==> config.mk <==
export PLATFORM = sky130hd
export DESIGN_NAME = period_meter
export DESIGN_NICKNAME = d
export VERILOG_FILES = /design/src/rtl/period_meter.sv
export SDC_FILE = /design/constraint.sdc
export NUM_CORES = 1
export LEC_CHECK = 0
export CELL_PAD_IN_SITES_DETAIL_PLACEMENT = 0
export CELL_PAD_IN_SITES_GLOBAL_PLACEMENT = 2
export CORE_MARGIN = 2
export CORE_UTILIZATION = 34
export CTS_CLUSTER_DIAMETER = 30
export CTS_CLUSTER_SIZE = 25
export DETAILED_ROUTE_END_ITERATION = 12
export PLACE_DENSITY_LB_ADDON = 0.1
export SYNTH_ARGS = -nofsm -noshare
export SYNTH_HDL_FRONTEND = slang
export SYNTH_SLANG_ARGS = --single-unit
==> constraint.sdc <==
create_clock -name clk -period 2.82 [get_ports clk]
set_input_delay 0.846 -clock clk [delete_from_list [all_inputs] [get_ports clk]]
set_output_delay 0.846 -clock clk [all_outputs]
set_load 0.005 [all_outputs]
==> src/rtl/period_meter.sv <==
// -----------------------------------------------------------------------------
// period_meter
//
// Measures the period and high time of a slow square wave in clk cycles. It is
// the receiving end of the square-wave generator. The asynchronous input is
// synchronised and edge-detected. A free-running counter measures the time
// since the last rising edge. Every complete period produces a one-cycle
// `valid` strobe. If no rising edge arrives within C_MAX_CYCLES, a sticky
// `timeout` level is raised; the next `valid` clears it.
//
// Ports:
//   clk     - master clock
//   rstb    - synchronous active-low reset
//   in      - asynchronous square wave to measure
//   period  - last measured period [clk cycles], 0 after a timeout
//   high    - last measured high time [clk cycles], 0 after a timeout
//   valid   - one-cycle strobe, period/high updated this cycle
//   timeout - level, no rising edge within C_MAX_CYCLES
// -----------------------------------------------------------------------------
module period_meter #(
  parameter int unsigned C_CLK_FRQ     = 100_000_000,
  parameter int unsigned C_MAX_PERIOD  = 1000,
  parameter int unsigned C_SYNC_STAGES = 2,
  localparam longint unsigned C_MAX_CYCLES =
    (64'(C_CLK_FRQ) * 64'(C_MAX_PERIOD)) / 64'd1000,
  localparam int C_WIDTH = $clog2(C_MAX_CYCLES + 1)
) (
  input  logic               clk,
  input  logic               rstb,
  input  logic               in,
  output logic [C_WIDTH-1:0] period,
  output logic [C_WIDTH-1:0] high,
  output logic               valid,
  output logic               timeout
);

  localparam logic [C_WIDTH-1:0] C_MAX_CNT = C_WIDTH'(C_MAX_CYCLES);

  typedef enum logic [1:0] {
    S_IDLE,
    S_ARMED,
    S_MEASURE
  } state_t;

  // ---------------------------------------------------------------------------
  // Front end: synchroniser, delay flop, edge detection
  // ---------------------------------------------------------------------------
  logic [C_SYNC_STAGES-1:0] sync_q;
  logic [C_SYNC_STAGES-1:0] primed_q;
  logic                     delayed_q;
  logic                     synced;
  logic                     primed;
  logic                     rise;
  logic                     fall;

  // NOTE: sequential state is always written with non-blocking assignments so
  // every flop samples the pre-edge values of the others, regardless of the
  // order in which the simulator evaluates the processes.
  always_ff @(posedge clk) begin
    if (!rstb) begin
      sync_q    <= '0;
      primed_q  <= '0;
      delayed_q <= 1'b0;
    end else begin
      sync_q    <= {sync_q[C_SYNC_STAGES-2:0], in};
      // A 1 walks through primed_q in step with the first real input sample.
      // Once it reaches the top, `synced` reflects the pin rather than the
      // reset value.
      primed_q  <= {primed_q[C_SYNC_STAGES-2:0], 1'b1};
      delayed_q <= sync_q[C_SYNC_STAGES-1];
    end
  end

  assign synced = sync_q[C_SYNC_STAGES-1];
  assign primed = primed_q[C_SYNC_STAGES-1];
  assign rise   = synced & ~delayed_q;
  assign fall   = ~synced & delayed_q;

  // ---------------------------------------------------------------------------
  // Cycles since the last rising edge, saturating at C_MAX_CYCLES
  // ---------------------------------------------------------------------------
  logic [C_WIDTH-1:0] count;

  always_ff @(posedge clk) begin
    if (!rstb) begin
      count <= '0;
    end else if (rise) begin
      count <= C_WIDTH'(1);
    end else if (count != C_MAX_CNT) begin
      count <= count + 1'b1;
    end
  end

  // ---------------------------------------------------------------------------
  // Measurement FSM
  // ---------------------------------------------------------------------------
  state_t state;
  state_t state_d;
  logic   meas_done;
  logic   meas_timeout;
  logic   capture_high;

  always_ff @(posedge clk) begin
    if (!rstb) begin
      state <= S_IDLE;
    end else begin
      state <= state_d;
    end
  end

  // NOTE: every output of this block gets a default before the case, so no
  // path leaves a signal unassigned and no latch is inferred.
  always_comb begin
    state_d      = state;
    meas_done    = 1'b0;
    meas_timeout = 1'b0;
    capture_high = 1'b0;
    case (state)
      // The synchroniser is cleared by reset, so its output is not trusted
      // until `primed`. This stops a high pin from posing as a reset-release
      // rising edge.
      S_IDLE: begin
        if (primed && !synced) begin
          state_d = S_ARMED;
        end
      end
      S_ARMED: begin
        if (rise) begin
          state_d = S_MEASURE;
        end
      end
      S_MEASURE: begin
        // A rise in the same cycle as the limit is still a valid measurement.
        if (rise) begin
          meas_done = 1'b1;
        end else if (count == C_MAX_CNT) begin
          meas_timeout = 1'b1;
          state_d      = S_IDLE;
        end else if (fall) begin
          capture_high = 1'b1;
        end
      end
      default: begin
        state_d = S_IDLE;
      end
    endcase
  end

  // ---------------------------------------------------------------------------
  // Registered results
  // ---------------------------------------------------------------------------
  logic [C_WIDTH-1:0] high_q;

  always_ff @(posedge clk) begin
    if (!rstb) begin
      high_q  <= '0;
      period  <= '0;
      high    <= '0;
      valid   <= 1'b0;
      timeout <= 1'b0;
    end else begin
      valid <= meas_done;
      if (capture_high) begin
        high_q <= count;
      end
      if (meas_done) begin
        period  <= count;
        high    <= high_q;
        timeout <= 1'b0;
      end else if (meas_timeout) begin
        period  <= '0;
        high    <= '0;
        timeout <= 1'b1;
      end
    end
  end

endmodule

==> results of run 1 <==
-- sequential cells by signal, indices dropped and copies added, names as in the netlist --
register and flops:
count 27, timeout 1, state 2, high 27, delayed_q 1, primed_q 2, period 27, valid 1
sync_q 2, high_q 27
-- placed cells by master, fill, tap and decap left out, types with 2 or more instances in the layout --
master and instances:
mux2i_1 29, a211oi_1 42, a31oi_1 2, xnor2_1 5, dfxtp_1 117, and4_1 4
nor4b_1 2, nand4_1 8, nor3_1 8, o21ai_0 11, and3_1 3, buf_4 14
nand2_1 77, and2_1 5, nor4_1 3, nand3_1 7, or3b_2 2, o21a_1 2
a21oi_1 107, bufinv_16 2, nor3b_1 3, clkbuf_16 17, a21boi_0 2, or3_2 2
clkdlybuf4s50_1 57, ha_1 2, xor2_1 5, a311oi_1 12, or3_1 7, clkbuf_1 2
nor2b_1 2, inv_1 7, nor2_1 16, clkbuf_8 7, or4_1 7, o31ai_1 3
-- area by class of cell --
type | instances | area, sq um | share of cell area (%)
Sequential cell | 117 | 2340 | 37.3
Clock buffer | 26 | 529 | 8.43
Multi-Input combinational cell | 392 | 2400 | 38.3
Tap cell | 184 | 230 | 3.67
Clock inverter | 3 | 65.1 | 1.04
Inverter | 8 | 30.0 | 0.478
Timing Repair Buffer | 72 | 681 | 10.8
-- final timing paths --
path / start / endpoint / slack, ps / cells after the start
worst max register to register: count[1]$_SDFFE_PP0P_ / count[24]$_SDFFE_PP0P_ / 530 / 5
worst max-delay path: count[1]$_SDFFE_PP0P_ / count[24]$_SDFFE_PP0P_ / 530 / 5
worst min-delay path: primed_q[0]$_DFF_P_ / primed_q[1]$_SDFF_PN0_ / 440 / 1
worst min register to register: primed_q[0]$_DFF_P_ / primed_q[1]$_SDFF_PN0_ / 440 / 1
-- logic make-up after synthesis --
family	count (synthesis)	synth area share, %
AOI/OAI and AO/OA	184	21.3
xor gates and xnor gates	10	1.71
adders and majority gates	2	0.487
and+or+nand+nor	167	17.2
DFF	117	45.6
buffers and inverters	72	8.04
muxes	29	5.65
-- per-stage QoR --
| stage | cell area [sq um] | worst slack, ps |
|---|---|---|
| after floorplan | 5130 | 774 |
| after global placement | 5690 | 568 |
| after detailed placement | 5690 | 550 |
| after CTS | 6280 | 522 |
| after global routing | 6280 | 378 |
| final | 6280 | 526 |
-- metal layers --
metal / GRT usage [%] / wire length (um)
met4: 6.59 / 181
met5: 0 / 0
met1: 27.3 / 7340
met2: 26.2 / 5910
met3: 4.26 / 590
-- critical path, cell delays in order, from the launching register on --
cell and delay (ps):
dfxtp_1 450, ha_1 270, nand3_4 140, or4_1 700
or4_1 510, a21oi_1 140
-- power by group --
part | switching [W] | internal, W | total (W) | leakage, nW
clock | 0.000721 | 0.00145 | 0.00217 | 0.294
sequential | 0.0000101 | 0.00166 | 0.00167 | 0.944
combinational | 0.0000780 | 0.0000279 | 0.000106 | 0.788
total | 0.000809 | 0.00314 | 0.00395 | 2.03
==> metrics.cfg, run 1 <==
[floorplan]
placeableCoreArea_sq_um=14600
die_area_sq_um=16100
num_io_pins=59
rows=44
fp.dieW_um=127
die_h_um=127
start_util_pct=35.1

[timing]
hold_violations=0
worst_slew_pin_slew_ps=696
fin_hold_ws_ps=435
fin_skew_ps=7.78
fin_crit_ps=2290
setup_tns_ps=0
fmax_ghz=0.436
rsz0062_at_grt=no
slew_violations=0
finalCritPeriodShare_pct=81.3
final-setup-viol-count=0
relSlewSlack_pct=53.2

[route]
drc=0
dr_total_vias=4306
drt_iter0_markers=308
routed_via_density=5.37
drt_pass1_iterations=5
ant_nets=0
wirelength_um=14000
wire_per_inst_um=17.5

[grt]
antenna_found_initial=0
grt_overflow_total=0
grt_pass1_vias=4140
grt_max_degree=56
grt_util_all_layers_pct=18.5
grt_pass1_wl_um=23200

[synthesis]
yosysTopAreaCell=dfxtp_1
syn-instance-count=581
synthTopCellsByCount=dfxtp_1, a21oi_1, nand2_1, a211oi_1, clkbuf_1
netlist.area_leader.share_pct=45.6
yosysMostFrequentCell=dfxtp_1
synth_nets=586
ys_types=48
synth_edf_count=0
synth_seq_cells=117
synthFlopType=dfxtp_1
syn-cell-area_sq_um=5130
synth.avg_cell_area_sq_um=8.84
ys_seq_area_share_pct=45.6
async_flop_share_pct=0
synth.area.top_cells=dfxtp_1, a21oi_1, a211oi_1
yosys_warnings=0

[setup_path]
start_kind=flop
cp_max_fo=10
critPathRequiredTime_ps=3150
critical_path_class=reg -> reg
cp.arrival_ps=2630
end_kind=flop

[place]
dp.final_hpwl_um=8870
routabilityCongestion=0.789
dp.cells=773
port_buffers=58

[power_and_ir_drop]
peakVddDrop_uv=368
finalPower_w=0.00395
p_leak_nw=2.03
power_density_nw_per_um2=629

[finish]
fin_util_pct=42.9
nets=613
layoutNonFillerInstCount=802
nFillCells=1441
drive_gt1_share_pct=8.90
insertedDiodeCount=0
area_growth_pct=22.3

[clocking]
clockBufferDepth=2
ctsResizeCount=0
clockRootBuffer=clkbuf_16
clkTransAtPathRegs_ps=50
worstSkewPairLatency_ps=410
cts_buffers=17
cts_sinks=117
cts_tree=yes
htree_levels=4
cts-hold-fix-buffers=0
cts_setup_buffers=0

[job]
drv_cap=0

[worst_hold_path]
hp-class=reg -> reg

[outcome]
status=completed

Note: power is estimated with default switching activity, not from simulation.
==> run 2, diff against run 1 <==
Settings changed: CORE_UTILIZATION 34 to 31.
Clock period 2.82 ns to 2.1 ns, I/O delays scaled along.
==> run 2 against run 1 <==
  * Core utilization fell by 2.3 points
  * Via count up 3.0%
  * Cell count grew 9.4%
  * Non-clock buffer count is 36 higher
  * Critical path depth unchanged
  * Clock skew down 1.5 ps
  * Worst hold slack worse by 5.4 ps
  * Wire length grew 7.5%
  * Die area up 9.4%
  * First-iteration DRC count decreased by 25%
  * Critical endpoint is now count[22]$_SDFFE_PP0P_
  * Highest routed layer unchanged
==> metrics.cfg, run 2 (synthesis gave the netlist of run 1 again) <==
[worst_hold_path]
holdPathStages=1  ; unchanged
hold_start=sync_q[0]$_SDFF_PN0_  ; was primed_q[0]$_DFF_P_
hp-class=reg -> reg  ; unchanged
min_to=sync_q[1]$_SDFF_PN0_  ; was primed_q[1]$_SDFF_PN0_

[power_and_ir_drop]
power_density_nw_per_um2=825  ; was 629 nW/um^2
p_leak_nw=2.23  ; was 2.03 nW
peakVddDrop_uv=559  ; was 368 uV

[route]
routed_via_density=5.06  ; was 5.37
met1_length_um=7830  ; was 7340 um
drt_iter0_markers=230  ; was 308
drt_pass1_iterations=4  ; was 5
drc=0  ; unchanged
wire_per_inst_um=17.2  ; was 17.5 um
dr_total_vias=4435  ; was 4306
wirelength_um=15100  ; was 14000 um
wl_met3_um=525  ; was 590 um
ant_nets=0  ; unchanged
dr.max_layer_used=met4  ; unchanged
met2_length_um=6500  ; was 5910 um

[place]
dp.cells=843  ; was 773
dpl-instance-area_sq_um=6010  ; was 5690 sq um
port_buffers=58  ; unchanged
dp.final_hpwl_um=10200  ; was 8870 um
routabilityCongestion=0.819  ; was 0.789

[floorplan]
placeableCoreArea_sq_um=16400  ; was 14600 sq um
die_h_um=133  ; was 127 um
num_io_pins=59  ; unchanged
fp.dieW_um=133  ; was 127 um
start_util_pct=31.3  ; was 35.1%
die_area_sq_um=17600  ; was 16100 sq um
rows=47  ; was 44

[grt]
grt_pass1_wl_um=24400  ; was 23200 um
grt_max_degree=43  ; was 56
grt_pass1_vias=4248  ; was 4140
antenna_found_initial=0  ; unchanged
grt_overflow_total=0  ; unchanged
grt_util_all_layers_pct=17.7  ; was 18.5%

[setup_path]
critPathRequiredTime_ps=2440  ; was 3150 ps
r2r_setup_slack_ps=80  ; was 530 ps
critical_path_class=reg -> reg  ; unchanged
r2r-end=count[22]$_SDFFE_PP0P_  ; was count[24]$_SDFFE_PP0P_
r2r_cells=5  ; unchanged
cp.arrival_ps=2350  ; was 2630 ps
cp_max_fo=9  ; was 10
worstReg2RegStart=count[1]$_SDFFE_PP0P_  ; unchanged
end_kind=flop  ; unchanged
start_kind=flop  ; unchanged

[clocking]
htree_levels=4  ; unchanged
clockRootBuffer=clkbuf_16  ; unchanged
cts_sinks=117  ; unchanged
cts_buffers=17  ; unchanged
clockBufferDepth=2  ; unchanged
clkTransAtPathRegs_ps=60  ; was 50 ps
worstSkewPairLatency_ps=420  ; was 410 ps
cts_tree=yes  ; unchanged

[finish]
layoutNonFillerInstCount=877  ; was 802
final_common_cell=dfxtp_1  ; unchanged
area_growth_pct=29.8  ; was 22.3%
insertedDiodeCount=0  ; unchanged
final_cell_mix=dfxtp_1, a21oi_1, nand2_1  ; unchanged
nets=649  ; was 613
drive_gt1_share_pct=15.2  ; was 8.90%
final_area_sq_um=6670  ; was 6280 sq um

[timing]
fin_skew_ps=6.32  ; was 7.78 ps
slew_violations=0  ; unchanged
fin_hold_ws_ps=430  ; was 435 ps
final-setup-viol-count=0  ; unchanged
relSlewSlack_pct=69.6  ; was 53.2%
worst_slew_pin_slew_ps=456  ; was 696 ps
fin_crit_ps=2020  ; was 2290 ps
fmax_ghz=0.496  ; was 0.436 GHz
hold_violations=0  ; unchanged
finalCritPeriodShare_pct=96.0  ; was 81.3%

[job]
drv_cap=0  ; unchanged

[outcome]
status=completed  ; unchanged

[run 2: cell types whose count changed in the layout (fill, tap and decap cells not counted), sizes merged]
cell	previous run	this run
buf	15	51
clkinv	2	8
bufinv	2	4
clkbuf	26	19
clkinvlp	0	2
[run 2: per-stage QoR]
step / utilization [%] / setup TNS, ps / power [W] / setup WS (ps)
final: 40.6 / 0 / 0.00550 / 84.2
after global routing: 40.6 / -10.3 / 0.00568 / -10.3
after CTS: 40.5 / 0 / 0.00556 / 33.4
after detailed placement: 36.6 / -93.3 / 0.00246 / -47.0
after global placement: 36.6 / 0 / 0.00246 / 16.3
after floorplan: - / 0 / 0.00240 / 54.0
[run 2: routing by layer]
metal	track usage (%)	up-vias
met3	3.91	16
met4	6.27	0
met2	26.3	87
li1	-	2220
met1	25.0	2112
met5	0	-
[run 2: report_power, final]
group | total (W) | switching [W] | internal [W]
Sequential | 0.00224 | 0.0000105 | 0.00223
Clock | 0.00309 | 0.00108 | 0.00201
Combinational | 0.000169 | 0.000118 | 0.0000518
[run 2: repair_timing]
action / CTS / global route
endpoints found under the setup margin: 3 / 17
buffers inserted: 0 / 2
hold buffers: 0 / 0
pin swaps: 0 / 2
gates resized for setup: 1 / 5
[run 2: critical path, stage by stage, from the launching register on]
cell	delay, ps
dfxtp_2	370
ha_2	220
nand3_4	80
or4_4	600
or4_1	490
a21oi_1	180
[run 2: worst max path at each step]
stage	startpoint	endpoint	slack, ps	depth (start not counted)
2_1_floorplan	count[0]$_SDFFE_PN0P_	count[22]$_SDFFE_PP0P_	50	6
3_3_place_gp	count[1]$_SDFFE_PP0P_	count[24]$_SDFFE_PP0P_	20	5
3_5_place_dp	count[1]$_SDFFE_PP0P_	count[22]$_SDFFE_PP0P_	-50	5
4_1_cts	count[1]$_SDFFE_PP0P_	count[22]$_SDFFE_PP0P_	30	5
5_1_grt	count[1]$_SDFFE_PP0P_	count[24]$_SDFFE_PP0P_	-10	5
6_report	count[1]$_SDFFE_PP0P_	count[22]$_SDFFE_PP0P_	80	5
[run 2: final cells by class]
class | count | area [sq um]
Tap cell | 220 | 275
Clock inverter | 13 | 181
Timing Repair Buffer | 108 | 980
Sequential cell | 117 | 2340
Multi-Input combinational cell | 392 | 2410
Fill cell | 1625 | 9740
Inverter | 8 | 30.0
Clock buffer | 19 | 443
==> run 3, diff against run 2 <==
Settings changed: CELL_PAD_IN_SITES_DETAIL_PLACEMENT 0 to not set, CELL_PAD_IN_SITES_GLOBAL_PLACEMENT 2 to not set, CORE_UTILIZATION 31 to 50, PLACE_DENSITY set to 0.75, PLACE_DENSITY_LB_ADDON 0.1 to not set.
==> run 3 against run 2 <==
  * First-iteration DRC count increased by 90%
  * Largest cell class unchanged
  * Clock skew down 0.51 ps
  * Critical path depth unchanged
  * Die area is 37% lower
==> metrics.cfg, run 3 (synthesis gave the netlist of run 1 again) <==
[setup_path]
start_kind=flop  ; unchanged
cp_max_fo=13  ; was 9
crit_chain=buf_4 -> and4_1 -> or4b_4 -> or4_1 -> nand2_1  ; was ha_2 -> nand3_4 -> or4_4 -> or4_1 -> a21oi_1
critPathRequiredTime_ps=2560  ; was 2440 ps
cp_slowest_cell=or4b_4  ; was or4_4
max_stage_delay_ps=580  ; was 600 ps
cp.arrival_ps=2510  ; was 2350 ps
critical_path_class=reg -> reg  ; unchanged
end_kind=flop  ; unchanged

[clocking]
cts_buffers=17  ; unchanged
clockRootBuffer=clkbuf_8  ; was clkbuf_16
cts_sinks=117  ; unchanged
cts_tree=yes  ; unchanged
htree_levels=4  ; unchanged
worstSkewPairLatency_ps=520  ; was 420 ps
clockBufferDepth=2  ; unchanged
clkTransAtPathRegs_ps=60  ; about the same

[power_and_ir_drop]
p_leak_nw=2.25  ; was 2.23 nW
peakVddDrop_uv=543  ; was 559 uV
finalPower_w=0.00554  ; was 0.00550 W
power_density_nw_per_um2=835  ; was 825 nW/um^2

[timing]
worst_slack_ps=46.2  ; was 84.2 ps
finalCritPeriodShare_pct=97.8  ; was 96.0%
fin_crit_ps=2050  ; was 2020 ps
slew_violations=0  ; unchanged
rsz0062_at_grt=no
final-setup-viol-count=0  ; unchanged
worst_slew_pin_slew_ps=574  ; was 456 ps
hold_violations=0  ; unchanged
fmax_ghz=0.487  ; was 0.496 GHz
relSlewSlack_pct=61.7  ; was 69.6%
fin_skew_ps=5.81  ; was 6.32 ps

[grt]
grt_overflow_total=0  ; unchanged
grt_util_all_layers_pct=25.7  ; was 17.7%
antenna_found_initial=0  ; unchanged
grt_max_degree=63  ; was 43
grt_pass1_vias=4482  ; was 4248
grt_pass1_wl_um=22600  ; was 24400 um

[route]
dr_total_vias=4757  ; was 4435
ant_nets=0  ; unchanged
wire_per_inst_um=17.9  ; was 17.2 um
routed_via_density=6.00  ; was 5.06
drc=0  ; unchanged
drt_iter0_markers=438  ; was 230
drt_pass1_iterations=5  ; was 4
wirelength_um=14200  ; was 15100 um

[place]
dp.final_hpwl_um=8870  ; was 10200 um
port_buffers=58  ; unchanged
routabilityCongestion=0.977  ; was 0.819
pre_cts_ws_ps=-133  ; was -47.0 ps

[finish]
final_common_cell=dfxtp_1  ; unchanged
nets=652  ; was 649
insertedDiodeCount=0  ; unchanged
area_growth_pct=29.3  ; was 29.8%
drive_gt1_share_pct=15.3  ; was 15.2%
final_cell_mix=dfxtp_1, a21oi_1, nand2_1  ; unchanged

[floorplan]
die_area_sq_um=11100  ; was 17600 sq um
start_util_pct=52.1  ; was 31.3%
fp.dieW_um=105  ; was 133 um
die_h_um=105  ; was 133 um
placeableCoreArea_sq_um=9860  ; was 16400 sq um
num_io_pins=59  ; unchanged
rows=36  ; was 47

[job]
drv_cap=0  ; unchanged

[outcome]
status=completed  ; unchanged

[worst_hold_path]
hp-class=reg -> reg  ; unchanged

## run 3: cell count changes in the layout (fill, tap and decap cells not counted), sizes merged
| cell | delta |
|---|---|
| clkbuf | -1 |
| clkinv | -4 |
| clkinvlp | +1 |
| a21oi | +3 |
| inv | +3 |
| bufinv | +1 |
## run 3: through the flow
stage	util, %	hold slack (ps)	TNS [ps]	instances	instance area (sq um)
global route	67.3	455	0	793	6640
floorplan	-	412	0	581	5130
global placement	60.0	417	-503	757	5920
finish	67.3	440	0	793	6640
CTS	66.7	449	0	790	6580
detailed placement	60.0	422	-3120	757	5920
## run 3: worst max-delay path, delay by kind of cell (launching register included)
family                 cells  cell delay [ps]
flip-flops                 1              400
buffers and inverters      1              170
AND/OR/NAND/NOR            4             1430
## run 3: layout make-up
cell class | count | area [sq um]
clock inverter | 14 | 225
tap | 133 | 166
inverter | 8 | 30.0
timing repair buffer | 108 | 996
sequential | 117 | 2340
multi-input combinational | 395 | 2460
fill | 756 | 3230
clock buffer | 18 | 418
## run 3: per-layer routing
| layer | up-vias | global-route usage, % | share of wire (%) | wire length, um |
|---|---|---|---|---|
| li1 | 2225 | - | - | - |
| met1 | 2276 | 33.7 | 43 | 6130 |
| met2 | 225 | 40.2 | 47 | 6660 |
| met3 | 31 | 7.17 | 7.6 | 1080 |
| met4 | 0 | 9.90 | 2.2 | 306 |
| met5 | - | 0 | 0 | 0 |
## run 3: what timing repair did
action                     CTS  global route
pin swaps                    1             3
gates cloned                 1             2
resized for setup            2             8
hold buffers                 0             0
setup endpoints to repair   31            54
setup buffers                0             1
## run 3: power by group
| part | switching [W] | total (W) | internal (W) |
|---|---|---|---|
| combinational | 0.000112 | 0.000166 | 0.0000549 |
| clock | 0.00107 | 0.00313 | 0.00206 |
| sequential | 0.0000115 | 0.00224 | 0.00223 |
## run 3: worst paths after layout
path                                            start                     end  slack, ps  depth (start not counted)
worst max-delay path            count[0]$_SDFFE_PN0P_  count[25]$_SDFFE_PP0P_         50                          5
worst min-delay path              primed_q[0]$_DFF_P_  primed_q[1]$_SDFF_PN0_        440                          1
worst max register to register  count[0]$_SDFFE_PN0P_  count[25]$_SDFFE_PP0P_         50                          5
worst min register to register    primed_q[0]$_DFF_P_  primed_q[1]$_SDFF_PN0_        440                          1
